==> src/rtl/rx_pkg.sv <==
`default_nettype none
// ---------------------------------------------------------------------------
// rx_pkg -- shared codes, state encoding and byte-enable helper for RX delimit
// Revision 1.0
// ---------------------------------------------------------------------------
package rx_pkg;

  localparam logic [7:0] START     = 8'hdf;
  localparam logic [7:0] PREAMBLE  = 8'h55;
  localparam logic [7:0] SFD       = 8'hd5;
  localparam logic [7:0] TERMINATE = 8'hfd;

  typedef enum logic [0:0] {
    ST_IDLE = 1'b0,
    ST_DATA = 1'b1
  } state_e;

  // Lanes strictly below k are enabled (k=0 -> none).
  function automatic logic [7:0] therm_be(input logic [2:0] k);
    logic [7:0] be;
    be = 8'h00;
    for (int i = 0; i < 8; i++) begin
      be[i] = (i < int'(k));
    end
    return be;
  endfunction

endpackage
`default_nettype wire

==> src/rtl/rx_term_find.sv <==
`default_nettype none
// ---------------------------------------------------------------------------
// rx_term_find -- locates a terminate code and flags stray control bytes
// Revision 1.0
// ---------------------------------------------------------------------------
module rx_term_find
  import rx_pkg::*;
(
  input  logic [63:0] data_i,
  input  logic [7:0]  ctrl_i,
  output logic        term_o,
  output logic [2:0]  lane_o,
  output logic        illegal_o
);

  logic seen_ctl;

  // A terminate only counts if every lane below it is plain data.
  always_comb begin
    term_o   = 1'b0;
    lane_o   = 3'd0;
    seen_ctl = 1'b0;
    for (int k = 0; k < 8; k++) begin
      if (!term_o && !seen_ctl && ctrl_i[k] && (data_i[8*k +: 8] == TERMINATE)) begin
        term_o = 1'b1;
        lane_o = 3'(k);
      end
      seen_ctl = seen_ctl | ctrl_i[k];
    end
    illegal_o = (|ctrl_i) & ~term_o;
  end

endmodule
`default_nettype wire

==> src/rtl/rx_frame_delimit.sv <==
`default_nettype none
// ---------------------------------------------------------------------------
// rx_frame_delimit -- strips start/preamble/SFD, emits payload with SOP/EOP/err
// Revision 1.0
// ---------------------------------------------------------------------------
module rx_frame_delimit
  import rx_pkg::*;
(
  input  logic        rxclk,
  input  logic        reset,
  input  logic [63:0] rxd64,
  input  logic [7:0]  rxc8,
  input  logic        link_fault,
  output logic [63:0] rx_data,
  output logic [7:0]  rx_be,
  output logic        rx_valid,
  output logic        rx_sop,
  output logic        rx_eop,
  output logic        rx_err,
  output logic [15:0] preamble_err_cnt
);

  state_e      state_q, state_d;
  logic        first_q, first_d;
  logic        err_q, err_d;
  logic [63:0] buf_q, buf_d;
  logic        full_q, full_d;
  logic        flush_q, flush_d;
  logic [7:0]  flush_be_q, flush_be_d;
  logic [15:0] cnt_q, cnt_d;
  logic [63:0] data_q, data_d;
  logic [7:0]  be_q, be_d;
  logic        valid_q, valid_d;
  logic        sop_q, sop_d;
  logic        eop_q, eop_d;
  logic        oerr_q, oerr_d;

  logic        term_hit;
  logic [2:0]  term_lane;
  logic        illegal;
  logic        start_ctl;
  logic        start_ok;
  logic [15:0] cnt_inc;

  rx_term_find u_term_find (
    .data_i    (rxd64),
    .ctrl_i    (rxc8),
    .term_o    (term_hit),
    .lane_o    (term_lane),
    .illegal_o (illegal)
  );

  assign start_ctl = rxc8[0] && (rxd64[7:0] == START);
  assign start_ok  = start_ctl && (rxc8[7:1] == 7'h00)
                     && (rxd64[55:8] == {6{PREAMBLE}})
                     && (rxd64[63:56] == SFD);
  assign cnt_inc   = (cnt_q == 16'hffff) ? cnt_q : cnt_q + 16'd1;

  always_comb begin
    state_d    = state_q;
    first_d    = first_q;
    err_d      = err_q;
    buf_d      = buf_q;
    full_d     = full_q;
    flush_d    = 1'b0;
    flush_be_d = flush_be_q;
    cnt_d      = cnt_q;
    data_d     = 64'h0;
    be_d       = 8'h00;
    valid_d    = 1'b0;
    sop_d      = 1'b0;
    eop_d      = 1'b0;
    oerr_d     = 1'b0;

    // Final partial word left behind by a terminate in lane 1..7.
    if (flush_q) begin
      data_d  = buf_q;
      be_d    = flush_be_q;
      valid_d = 1'b1;
      sop_d   = first_q;
      eop_d   = 1'b1;
      oerr_d  = err_q;
      full_d  = 1'b0;
      first_d = 1'b0;
      err_d   = 1'b0;
    end

    unique case (state_q)
      ST_IDLE: begin
        if (start_ctl) begin
          if (start_ok) begin
            state_d = ST_DATA;
            first_d = 1'b1;
            err_d   = 1'b0;
            full_d  = 1'b0;
          end else begin
            cnt_d = cnt_inc;
          end
        end
      end

      ST_DATA: begin
        if (start_ctl) begin
          // Truncated frame: close what we hold as bad, then reparse the start.
          if (full_q) begin
            data_d  = buf_q;
            be_d    = 8'hff;
            valid_d = 1'b1;
            sop_d   = first_q;
            eop_d   = 1'b1;
            oerr_d  = 1'b1;
          end
          full_d  = 1'b0;
          first_d = 1'b1;
          err_d   = 1'b0;
          if (!start_ok) begin
            state_d = ST_IDLE;
            cnt_d   = cnt_inc;
          end
        end else if (term_hit) begin
          state_d = ST_IDLE;
          if (term_lane == 3'd0) begin
            if (full_q) begin
              data_d  = buf_q;
              be_d    = 8'hff;
              valid_d = 1'b1;
              sop_d   = first_q;
              eop_d   = 1'b1;
              oerr_d  = err_q | link_fault;
            end
            full_d  = 1'b0;
            first_d = 1'b0;
            err_d   = 1'b0;
          end else begin
            if (full_q) begin
              data_d  = buf_q;
              be_d    = 8'hff;
              valid_d = 1'b1;
              sop_d   = first_q;
            end
            buf_d      = rxd64;
            full_d     = 1'b1;
            flush_d    = 1'b1;
            flush_be_d = therm_be(term_lane);
            first_d    = first_q & ~full_q;
            err_d      = err_q | link_fault;
          end
        end else begin
          if (full_q) begin
            data_d  = buf_q;
            be_d    = 8'hff;
            valid_d = 1'b1;
            sop_d   = first_q;
          end
          buf_d   = rxd64;
          full_d  = 1'b1;
          first_d = first_q & ~full_q;
          err_d   = err_q | illegal | link_fault;
        end
      end

      default: state_d = ST_IDLE;
    endcase
  end

  always_ff @(posedge rxclk) begin
    if (reset) begin
      state_q    <= ST_IDLE;
      first_q    <= 1'b0;
      err_q      <= 1'b0;
      buf_q      <= 64'h0;
      full_q     <= 1'b0;
      flush_q    <= 1'b0;
      flush_be_q <= 8'h00;
      cnt_q      <= 16'h0000;
      data_q     <= 64'h0;
      be_q       <= 8'h00;
      valid_q    <= 1'b0;
      sop_q      <= 1'b0;
      eop_q      <= 1'b0;
      oerr_q     <= 1'b0;
    end else begin
      state_q    <= state_d;
      first_q    <= first_d;
      err_q      <= err_d;
      buf_q      <= buf_d;
      full_q     <= full_d;
      flush_q    <= flush_d;
      flush_be_q <= flush_be_d;
      cnt_q      <= cnt_d;
      data_q     <= data_d;
      be_q       <= be_d;
      valid_q    <= valid_d;
      sop_q      <= sop_d;
      eop_q      <= eop_d;
      oerr_q     <= oerr_d;
    end
  end

  assign rx_data          = data_q;
  assign rx_be            = be_q;
  assign rx_valid         = valid_q;
  assign rx_sop           = sop_q;
  assign rx_eop           = eop_q;
  assign rx_err           = oerr_q;
  assign preamble_err_cnt = cnt_q;

endmodule
`default_nettype wire

==> config.mk <==
export PLATFORM = sky130hd
export DESIGN_NAME = rx_frame_delimit
export DESIGN_NICKNAME = d
export VERILOG_FILES = /design/src/rtl/rx_pkg.sv /design/src/rtl/rx_term_find.sv /design/src/rtl/rx_frame_delimit.sv
export SDC_FILE = /design/constraint.sdc
export NUM_CORES = 1
export LEC_CHECK = 0
export BUFFER_PORTS_ARGS = -buffer_cell sky130_fd_sc_hd__buf_2
export CORE_UTILIZATION = 30
export DETAILED_ROUTE_END_ITERATION = 10
export PLACE_DENSITY = 0.52
export RECOVER_POWER = 100
export SYNTH_ARGS = -nofsm -noshare
export SYNTH_HDL_FRONTEND = slang
export SYNTH_SLANG_ARGS = --single-unit
==> constraint.sdc <==
create_clock -name rxclk -period 2.9 [get_ports rxclk]
set_input_delay 0.58 -clock rxclk [delete_from_list [all_inputs] [get_ports rxclk]]
set_output_delay 0.58 -clock rxclk [all_outputs]
set_load 0.01 [all_outputs]
==> results_dict.tcl, run 1 <==
set metrics [dict create \
    cap_violations 0 \
    min_period_over_period_pct 87.05 \
    power_mw 4.687 \
    clk_latency_ps 430 \
    critPathKind "primary input to flip-flop" \
    wl_mm 16.24 \
    finClkSkew_ps 9.514 \
    yosysUniqueCellTypes 48 \
    coreArea_sq_mm 0.01959 \
    r2r-start "state_q" \
    hold_path.class "primary input to flip-flop" \
    cts.sinks 168 \
    drv_slew 0 \
    slew_headroom_pct 42.91 \
    crit_fanout 9 \
    io_buffers 166 \
    finalSetupTns_ps 0 \
    cts_resized 0 \
    io_pins 167 \
    crit_start "rxd64[57]" \
    fin_ws_ps 375.4 \
    gp_congestion 0.7551 \
    drt-initial-drc-count 253 \
    grt.total_usage_pct 16.47 \
    initial_core_util_pct 30.75 \
    nFillCells 2091 \
    irDropWorstVdd_uv 372.2 \
    syn_inst 665 \
    cp.arrival_ps 2850 \
    hold_path_startpoint "rxd64[20]" \
    area_delta_synth_final_pct 26.38 \
    final_core_util_pct 38.86 \
    multiInputGateArea_sq_mm 0.002486 \
    hold_violations 0 \
    switching_share_pct 24.85 \
    cts_made_buffers 17 \
    power_frac_seq_pct 49.2 \
    async_reset_ff_share_pct 0 \
    layout.area.seq_sq_mm 0.003363 \
    max_freq_mhz 396.1 \
    status "completed" \
    syn_area_sq_mm 0.006023 \
    post_cts.repair.setup_buffers 0 \
    p_per_area_mw_per_mm2 615.7 \
    setup_viol 0 \
    ys.flop_type "dfxtp_1" \
    start_kind "primary input" \
    rows 51 \
    grt-ovfl-total 0 \
    clkPwrFrac_pct 48.0 \
    grt_pass1_wl_mm 25.42 \
    via_count 4996 \
    cts.reportedPaths.clkPinSlew_ps 80 \
    syn_nets 741 \
    netlist.area_leader.share_pct 55.84 \
    cts_hold_buf 0 \
    p_comb_share_pct 2.8 \
    first_global_vias 4639 \
    clock-root-buffer "clkbuf_16" \
    rsz0062_at_grt "no" \
    dp_slack_ps 307.1 \
    yosysWarnings 0 \
    dp.final_hpwl_mm 11.18 \
    avgSynthCellArea_sq_um 9.058 \
    ant_nets 0 \
    p_leak_nw 2.740 \
    nets 899 \
    worst_pin_slew_ps 854.4 \
    synthTopCellsByArea "dfxtp_1, nand2_1, and2_1" \
    yosysSeqAreaShare_pct 55.84 \
    synth_commonest_cells "dfxtp_1, nand2_1, a21oi_1" \
    period_needed_ps 2525 \
    routedWlPerCell_um 14.73 \
    htreeDepth 4 \
    drt-vias-per-instance 4.534 \
    die_x_um 143.7 \
    synth.most_common_cell "dfxtp_1" \
    synth_seq_cells 168 \
    antenna_found_initial 0 \
    die_area_sq_mm 0.02065 \
    post_route_cells_drive_above_1_share_pct 15.79 \
    grt_max_degree 104 \
    cp.required_ps 3230 \
    cp-end-kind "flip-flop" \
    die_h_um 143.7 \
    p_int_mw 3.522 \
    clockBufferDepth 2 \
    power.switching_mw 1.165 \
    firstDrtPassIters 4 \
    drc_errors 0 \
    cts_tree "done" \
    synth_top_area_cell "dfxtp_1" \
    synth-edff-count 0 \
]
==> per-stage QoR <==
stage	hold slack (ps)	cell area, sq um	instances
after detailed placement	438.0	7166	1069
final	396.0	7612	1102
after global routing	381.9	7610	1101
after global placement	434.0	7166	1069
after CTS	372.4	7760	1101
after floorplan	429.6	6023	665
==> path summary, 6_finish.rpt <==
check	end	slack, ps	cells after the start
hold reg to reg	buf_q[17]	450	2
setup / recovery	preamble_err_cnt[4]	380	7
hold / removal	buf_q[20]	400	3
setup reg to reg	rx_data[26]	430	6
==> sequential cells by signal, summed over array words and instances (netlist names) <==
register / cells
buf_q: 64
err_q: 1
first_q: 1
flush_be_q: 7
flush_q: 1
full_q: 1
preamble_err_cnt: 16
rx_be: 8
rx_data: 64
rx_eop: 1
rx_err: 1
rx_sop: 1
rx_valid: 1
state_q: 1
==> placed cells by master, fill, tap and decap left out, drive strengths merged, types with 3 or more instances in the layout <==
cell type and instances:
a21oi 80, a31o 4, and2 70, and4 3
and4b 7, buf 80, clkbuf 112, clkinv 6
dfxtp 168, inv 14, mux2 6, nand2 142
nand2b 7, nand3 15, nand3b 3, nand4 16
nor2 23, nor2b 10, nor3 8, nor4 10
o21a 8, o21ai 11, o31ai 4, or3 4
or4 8
==> power groups by stage <==
stage | Combinational (mW) | Sequential (mW) | Clock [mW]
5_1_grt | 0.144 | 2.30 | 2.43
6_report | 0.131 | 2.30 | 2.25
3_3_place_gp | 0.132 | 2.36 | 0
2_1_floorplan | 0.0390 | 2.36 | 0
3_5_place_dp | 0.132 | 2.36 | 0
4_1_cts | 0.133 | 2.30 | 2.32
==> kinds of logic after synthesis <==
kind of cell | count (synthesis) | share of synthesized area (%)
buf+inv | 41 | 2.721
flops | 168 | 55.84
fa+ha+maj | 1 | 0.2077
simple gates | 331 | 28.81
xor+xnor | 2 | 0.2909
mux | 7 | 1.413
compound gates | 115 | 10.72
==> worst max-delay path, cell delays in order <==
cell	delay, ps
buf_2	100
nand4b_1	270
or4_4	470
nor4_1	590
a21oi_2	320
nand4_1	180
mux2_2	340
==> final cells by class <==
type                    instances  area share (%)
inverters                       5          0.2465
flip-flops and latches        168           44.18
diodes                          1         0.03287
clock buffers                  17           5.588
multi-input cells             456           32.66
repair buffers                175           10.72
well taps                     265           4.356
clock inverters                15           2.219
==> metal layers <==
layer | share of wire (%) | global-route usage, %
met3 | 4.8 | 3.499
met2 | 45 | 25.11
met1 | 48 | 22.53
met5 | 0 | 0
met4 | 1.8 | 6.551
Power figures use the tool's default switching activity.
==> inputs of run 2 (changes only) <==
--- a/config.mk
+++ b/config.mk
@@ -6,10 +6,13 @@
 export NUM_CORES = 1
 export LEC_CHECK = 0
 export BUFFER_PORTS_ARGS = -buffer_cell sky130_fd_sc_hd__buf_2
+export CELL_PAD_IN_SITES_DETAIL_PLACEMENT = 0
+export CELL_PAD_IN_SITES_GLOBAL_PLACEMENT = 1
 export CORE_UTILIZATION = 30
 export DETAILED_ROUTE_END_ITERATION = 10
-export PLACE_DENSITY = 0.52
+export PLACE_DENSITY = 0.65
 export RECOVER_POWER = 100
 export SYNTH_ARGS = -nofsm -noshare
 export SYNTH_HDL_FRONTEND = slang
+export SYNTH_HIERARCHICAL = 1
 export SYNTH_SLANG_ARGS = --single-unit
==> run 2 against run 1 <==
Utilization is 0.66 points higher. Sequential share of layout area is 0.88 points lower. Synthesized cell count is 1.4% higher. Critical path type unchanged.
==> results_dict.tcl, run 2 <==
set metrics [dict create \
    period_needed_ps 2596 \
    status "completed" \
    finClkSkew_ps 8.795 \
    power_mw 4.646 \
    drt-met1-wl_mm 8.450 \
    cts_resized 0 \
    hold_violations 0 \
    clockBufferDepth 2 \
    hold_path.class "primary input to flip-flop" \
    p_comb_share_pct 3.2 \
    rows 51 \
    cts_made_buffers 17 \
    crit_buf_inv 3 \
    cp_top_family "simple AND/OR/NAND/NOR gates" \
    fin_ws_ps 304.3 \
    drt-vias-per-instance 4.741 \
    layout_commonest_cell "dfxtp_1" \
    grt_max_degree 67 \
    synth-edff-count 0 \
    hold_ws_ps 412.5 \
    placed_cell_area_sq_mm 0.007337 \
    switching_share_pct 22.58 \
    coreArea_sq_mm 0.01965 \
    rsz0062_at_grt "no" \
    cts.reportedPaths.clkPinSlew_ps 70 \
    io_buffers 166 \
    routedWlPerCell_um 15.64 \
    cts.sinks 168 \
    ys.flop_type "dfxtp_1" \
    cts_hold_buf 0 \
    slew_headroom_pct 28.16 \
    p_per_area_mw_per_mm2 598.2 \
    cp.arrival_ps 2940 \
    firstDrtPassIters 4 \
    first_global_vias 4890 \
    cap_violations 0 \
    syn_nets 750 \
    synth_seq_cells 168 \
    area_delta_synth_final_pct 27.98 \
    clock-root-buffer "clkbuf_16" \
    clkPwrFrac_pct 47.2 \
    dp.final_hpwl_mm 12.24 \
    dp_cells 1090 \
    wl_met3_um 852 \
    drc_errors 0 \
    drt-initial-drc-count 269 \
    antenna_found_initial 0 \
    yosysSeqAreaShare_pct 55.42 \
    power.switching_mw 1.049 \
    worst_pin_slew_ps 1078 \
    stdcell_area_sq_mm 0.007766 \
    grt_pass1_wl_mm 26.83 \
    crit_fanout 31 \
    ant_nets 0 \
    layout_common_cells "dfxtp_1, nand2_1, clkbuf_1, a21oi_1, buf_2" \
    initial_core_util_pct 30.88 \
    finalSetupTns_ps 0 \
    dp_slack_ps -19.77 \
    drv_slew 0 \
    p_leak_nw 2.838 \
    netlist.area_leader.share_pct 55.42 \
    critPathKind "primary input to flip-flop" \
    grt.total_usage_pct 17.02 \
    htreeDepth 4 \
    p_int_mw 3.597 \
    cp-end-kind "flip-flop" \
    met2_length_mm 8.034 \
    avgSynthCellArea_sq_um 9.003 \
    critical_path.cell_chain "clkbuf_1, or4bb_2, nor3_1, clkbuf_4, or2_0, a311o_1, nor3_1, nand2_1, and3_2, buf_12, nand2_1, a21oi_1" \
    synthTopCellsByArea "dfxtp_1, nand2_1, a21oi_1" \
    syn_area_sq_mm 0.006068 \
    irDropWorstVdd_uv 397.9 \
    slowest_delay_ps 660 \
    max_freq_mhz 385.3 \
    die_h_um 144.2 \
    io_pins 167 \
    syn_inst 674 \
    die_area_sq_mm 0.02080 \
    final_core_util_pct 39.51 \
    gp_congestion 0.7817 \
    synth_top_area_cell "dfxtp_1" \
    diodes 0 \
    via_count 5315 \
    post_cts.repair.setup_buffers 0 \
    nets 920 \
    die_x_um 144.2 \
    wl_mm 17.54 \
    cts_tree "done" \
    yosysUniqueCellTypes 51 \
    setup_viol 0 \
    min_period_over_period_pct 89.51 \
    synth.most_common_cell "dfxtp_1" \
    power_frac_seq_pct 49.6 \
    yosysWarnings 6 \
    cp.required_ps 3240 \
    async_reset_ff_share_pct 0 \
    post_route_cells_drive_above_1_share_pct 16.00 \
    cp_slowest_cell "or4bb_2" \
    synth_commonest_cells "dfxtp_1, nand2_1, a21oi_1" \
    final_cells 1121 \
    grt-ovfl-total 0 \
    start_kind "primary input" \
    clk_latency_ps 420 \
    top_layer_used "met4" \
]
==> run 2: cell count changes after synthesis, moves of 5 or more <==
cell / change
o21a_1: -8
nand2b_1: -7
o31ai_1: +5
nor4b_1: +7
a21o_1: +11
nor2b_1: -7
or4_1: +5
nand2_1: +8
o21ai_0: -5
nor4bb_1: +8
nor2_1: -9
==> run 2: worst paths after layout <==
check,from,to,slack [ps],depth (start not counted)
setup / recovery,rxc8[0],buf_q[31],300,12
hold / removal,rxd64[41],buf_q[41],410,3
setup reg to reg,preamble_err_cnt[0],preamble_err_cnt[5],480,7
hold reg to reg,buf_q[42],rx_data[42],450,1
==> run 2: layout make-up <==
cell class | count | area (sq um)
inverters | 7 | 26.28
clock inverters | 12 | 117.6
flip-flops and latches | 168 | 3363
fillers | 2152 | 11890
repair buffers | 190 | 932.1
clock buffers | 19 | 452.9
multi-input cells | 460 | 2542
well taps | 265 | 331.6
==> run 2: cell families (layout without fill, tap and decap cells) <==
kind of cell	Yosys count	after routing	share of synthesized area, %
buffers and inverters	46	228	2.907
adder cells (fa/ha/maj)	1	1	0.2062
multiplexers	2	2	0.3711
flip-flops	168	168	55.42
AND/OR/NAND/NOR	331	331	29.01
AO/OA/AOI/OAI	126	126	12.08
==> run 2: worst reg2reg max path, cell delays in order, from the launching register on <==
cell	delay, ps
dfxtp_1	410
ha_1	200
inv_1	40
or4_1	560
o21ai_0	470
buf_4	290
nor4_1	80
mux2_2	260
==> run 2: power groups by stage <==
| stage | Sequential (mW) | Combinational (mW) | Clock [mW] |
|---|---|---|---|
| floorplan | 2.36 | 0.0399 | 0 |
| global placement | 2.36 | 0.149 | 0 |
| finish | 2.31 | 0.146 | 2.19 |
| CTS | 2.31 | 0.148 | 2.26 |
| global route | 2.30 | 0.158 | 2.35 |
| detailed placement | 2.36 | 0.147 | 0 |
==> run 2: layer usage <==
layer	global-route usage, %	vias to the layer above
met3	3.940	14
met4	5.263	0
met5	0	-
li1	-	2654
met2	26.49	136
met1	23.25	2511
==> inputs of run 3 (changes only) <==
--- a/config.mk
+++ b/config.mk
@@ -5,13 +5,15 @@
 export SDC_FILE = /design/constraint.sdc
 export NUM_CORES = 1
 export LEC_CHECK = 0
+export ABC_AREA = 1
 export BUFFER_PORTS_ARGS = -buffer_cell sky130_fd_sc_hd__buf_2
 export CELL_PAD_IN_SITES_DETAIL_PLACEMENT = 0
 export CELL_PAD_IN_SITES_GLOBAL_PLACEMENT = 1
 export CORE_UTILIZATION = 30
 export DETAILED_ROUTE_END_ITERATION = 10
-export PLACE_DENSITY = 0.65
+export PLACE_DENSITY = 0.66
 export RECOVER_POWER = 100
+export REMOVE_ABC_BUFFERS = 1
 export SYNTH_ARGS = -nofsm -noshare
 export SYNTH_HDL_FRONTEND = slang
 export SYNTH_HIERARCHICAL = 1
==> run 3 against run 2 <==
Routed wire length fell by 0.27%. Sequential share of layout area fell by 1.8 points. Die area rose by 7.2%. Critical path type unchanged. Largest cell class unchanged. Via count rose by 4.0%. Design area rose by 4.3%.
==> results_dict.tcl, run 3 <==
set metrics [dict create \
    multiInputGateArea_sq_mm 0.002471 \
    cts_tree "done" \
    post_cts.repair.setup_buffers 0 \
    die_x_um 149.3 \
    cp-end-kind "flip-flop" \
    cts.reportedPaths.clkPinSlew_ps 70 \
    syn_area_sq_mm 0.006511 \
    nets 1074 \
    crit_path_end "buf_q[34]" \
    coreArea_sq_mm 0.02115 \
    netlist.area_leader.share_pct 51.65 \
    drt-vias-per-instance 4.300 \
    io_buffers 166 \
    layout_commonest_cell "dfxtp_1" \
    layout_common_cells "dfxtp_1, nor2_1, inv_1, nand2_1, clkbuf_1" \
    final_cells 1286 \
    finClkSkew_ps 8.830 \
    crit_start "rxc8[2]" \
    yosysWarnings 6 \
    grt.total_usage_pct 15.94 \
    synth_top_area_cell "dfxtp_1" \
    regToRegEndpoint "rx_data[49]" \
    antenna_found_initial 1 \
    yosysSeqAreaShare_pct 51.65 \
    wl_mm 17.49 \
    gp_congestion 0.8028 \
    ant_nets 0 \
    syn_inst 835 \
    hold_violations 0 \
    area_delta_synth_final_pct 24.44 \
    cts.sinks 168 \
    p_leak_nw 3.159 \
    clockBufferDepth 2 \
    first_global_vias 5156 \
    p_per_area_mw_per_mm2 595.9 \
    drv_slew 0 \
    cts_hold_buf 0 \
    hold_ws_ps 433.4 \
    firstDrtPassIters 4 \
    r2r-start "state_q" \
    max_freq_mhz 418.7 \
    post_route_cells_drive_above_1_share_pct 15.94 \
    via_count 5530 \
    synthTopCellsByArea "dfxtp_1, nor2_1, inv_1" \
    synth.most_common_cell "dfxtp_1" \
    die_area_sq_mm 0.02230 \
    crit_fanout 53 \
    rsz0062_at_grt "no" \
    clock-root-buffer "clkbuf_16" \
    rows 53 \
    initial_core_util_pct 30.78 \
    grt_pass1_wl_mm 26.99 \
    period_needed_ps 2388 \
    synth-edff-count 0 \
    drc_errors 0 \
    status "completed" \
    avgSynthCellArea_sq_um 7.798 \
    cp.required_ps 3250 \
    io_pins 167 \
    grt_max_degree 54 \
    start_kind "primary input" \
    yosysUniqueCellTypes 38 \
    irDropWorstVdd_uv 340.5 \
    worst_pin_slew_ps 755.3 \
    die_h_um 149.3 \
    slew_headroom_pct 49.65 \
    synth_commonest_cells "dfxtp_1, nor2_1, inv_1" \
    htreeDepth 4 \
    setup_viol 0 \
    dp.final_hpwl_mm 12.82 \
    ys.flop_type "dfxtp_1" \
    grt-ovfl-total 0 \
    clk_latency_ps 420 \
    synth_seq_cells 168 \
    cts_made_buffers 17 \
    hold_path.class "flip-flop to flip-flop" \
    cts_resized 0 \
    min_period_over_period_pct 82.35 \
    cap_violations 0 \
    routedWlPerCell_um 13.60 \
    drt-initial-drc-count 199 \
    dp_cells 1254 \
    nFillCells 2310 \
    async_reset_ff_share_pct 0 \
    cp.arrival_ps 2740 \
    layout.area.seq_sq_mm 0.003363 \
    critPathKind "primary input to flip-flop" \
    r2r_slack_ps 940 \
    ff2ff_path_depth 5 \
]
-- run 3: layer usage --
| metal | track usage, % | wire [um] |
|---|---|---|
| met3 | 4.190 | 842 |
| met4 | 4.592 | 199 |
| met2 | 25.60 | 8074 |
| met5 | 0 | 0 |
| met1 | 20.90 | 8372 |
-- run 3: cell type report --
class / count / area share [%]
Sequential cell: 168 / 41.51
Multi-Input combinational cell: 508 / 30.50
Timing Repair Buffer: 178 / 10.38
Inverter: 125 / 5.821
Clock buffer: 18 / 5.420
Tap cell: 275 / 4.246
Clock inverter: 13 / 2.100
Antenna cell: 1 / 0.03088
-- run 3: report_power, final --
part / internal (mW) / switching, mW / leakage [nW]
Clock: 1.39 / 0.961 / 0.295
Sequential: 2.31 / 0.0000391 / 1.35
Combinational: 0.0678 / 0.108 / 1.51
Total: 3.76 / 1.07 / 3.16
-- run 3: worst min-delay path by stage --
stage                         start  slack [ps]  depth (start not counted)           to
final                     buf_q[59]         430                          2  rx_data[59]
after CTS                 buf_q[59]         440                          2  rx_data[59]
after detailed placement  buf_q[59]         430                          2  rx_data[59]
after floorplan            buf_q[0]         420                          2   rx_data[0]
after global routing      rxd64[22]         440                          3    buf_q[22]
after global placement    buf_q[33]         430                          2  rx_data[33]
-- run 3: logic make-up after synthesis --
logic type                 count (synthesis)  synth area share, %
AOI/OAI and AO/OA                        163                13.28
DFF                                      168                51.65
adders and majority gates                  1               0.1921
xor gates and xnor gates                  11                1.480
buffers and inverters                    159                10.28
and+or+nand+nor                          333                23.12
-- run 3: critical path, stage by stage --
cell      delay [ps]
clkbuf_1         140
nor2_1           100
nand4_1          220
nor2_1            90
nor2_1           190
nand3_1          170
or2_0            270
nor2_1            90
nand2_1          130
nand3_4          230
buf_12           260
o21ai_0          120
a21oi_1          130
-- run 3: through the flow --
step / area, sq um / util [%] / TNS, ps / power (mW) / setup slack [ps]
floorplan: 6314 / - / -36790 / 2.424 / -514.4
global placement: 7656 / 36.19 / 0 / 2.543 / 280.1
detailed placement: 7656 / 36.19 / 0 / 2.541 / 215.5
CTS: 8265 / 39.07 / 0 / 4.908 / 667.3
global route: 8100 / 38.29 / 0 / 5.033 / 284.3
finish: 8103 / 38.30 / 0 / 4.829 / 511.7
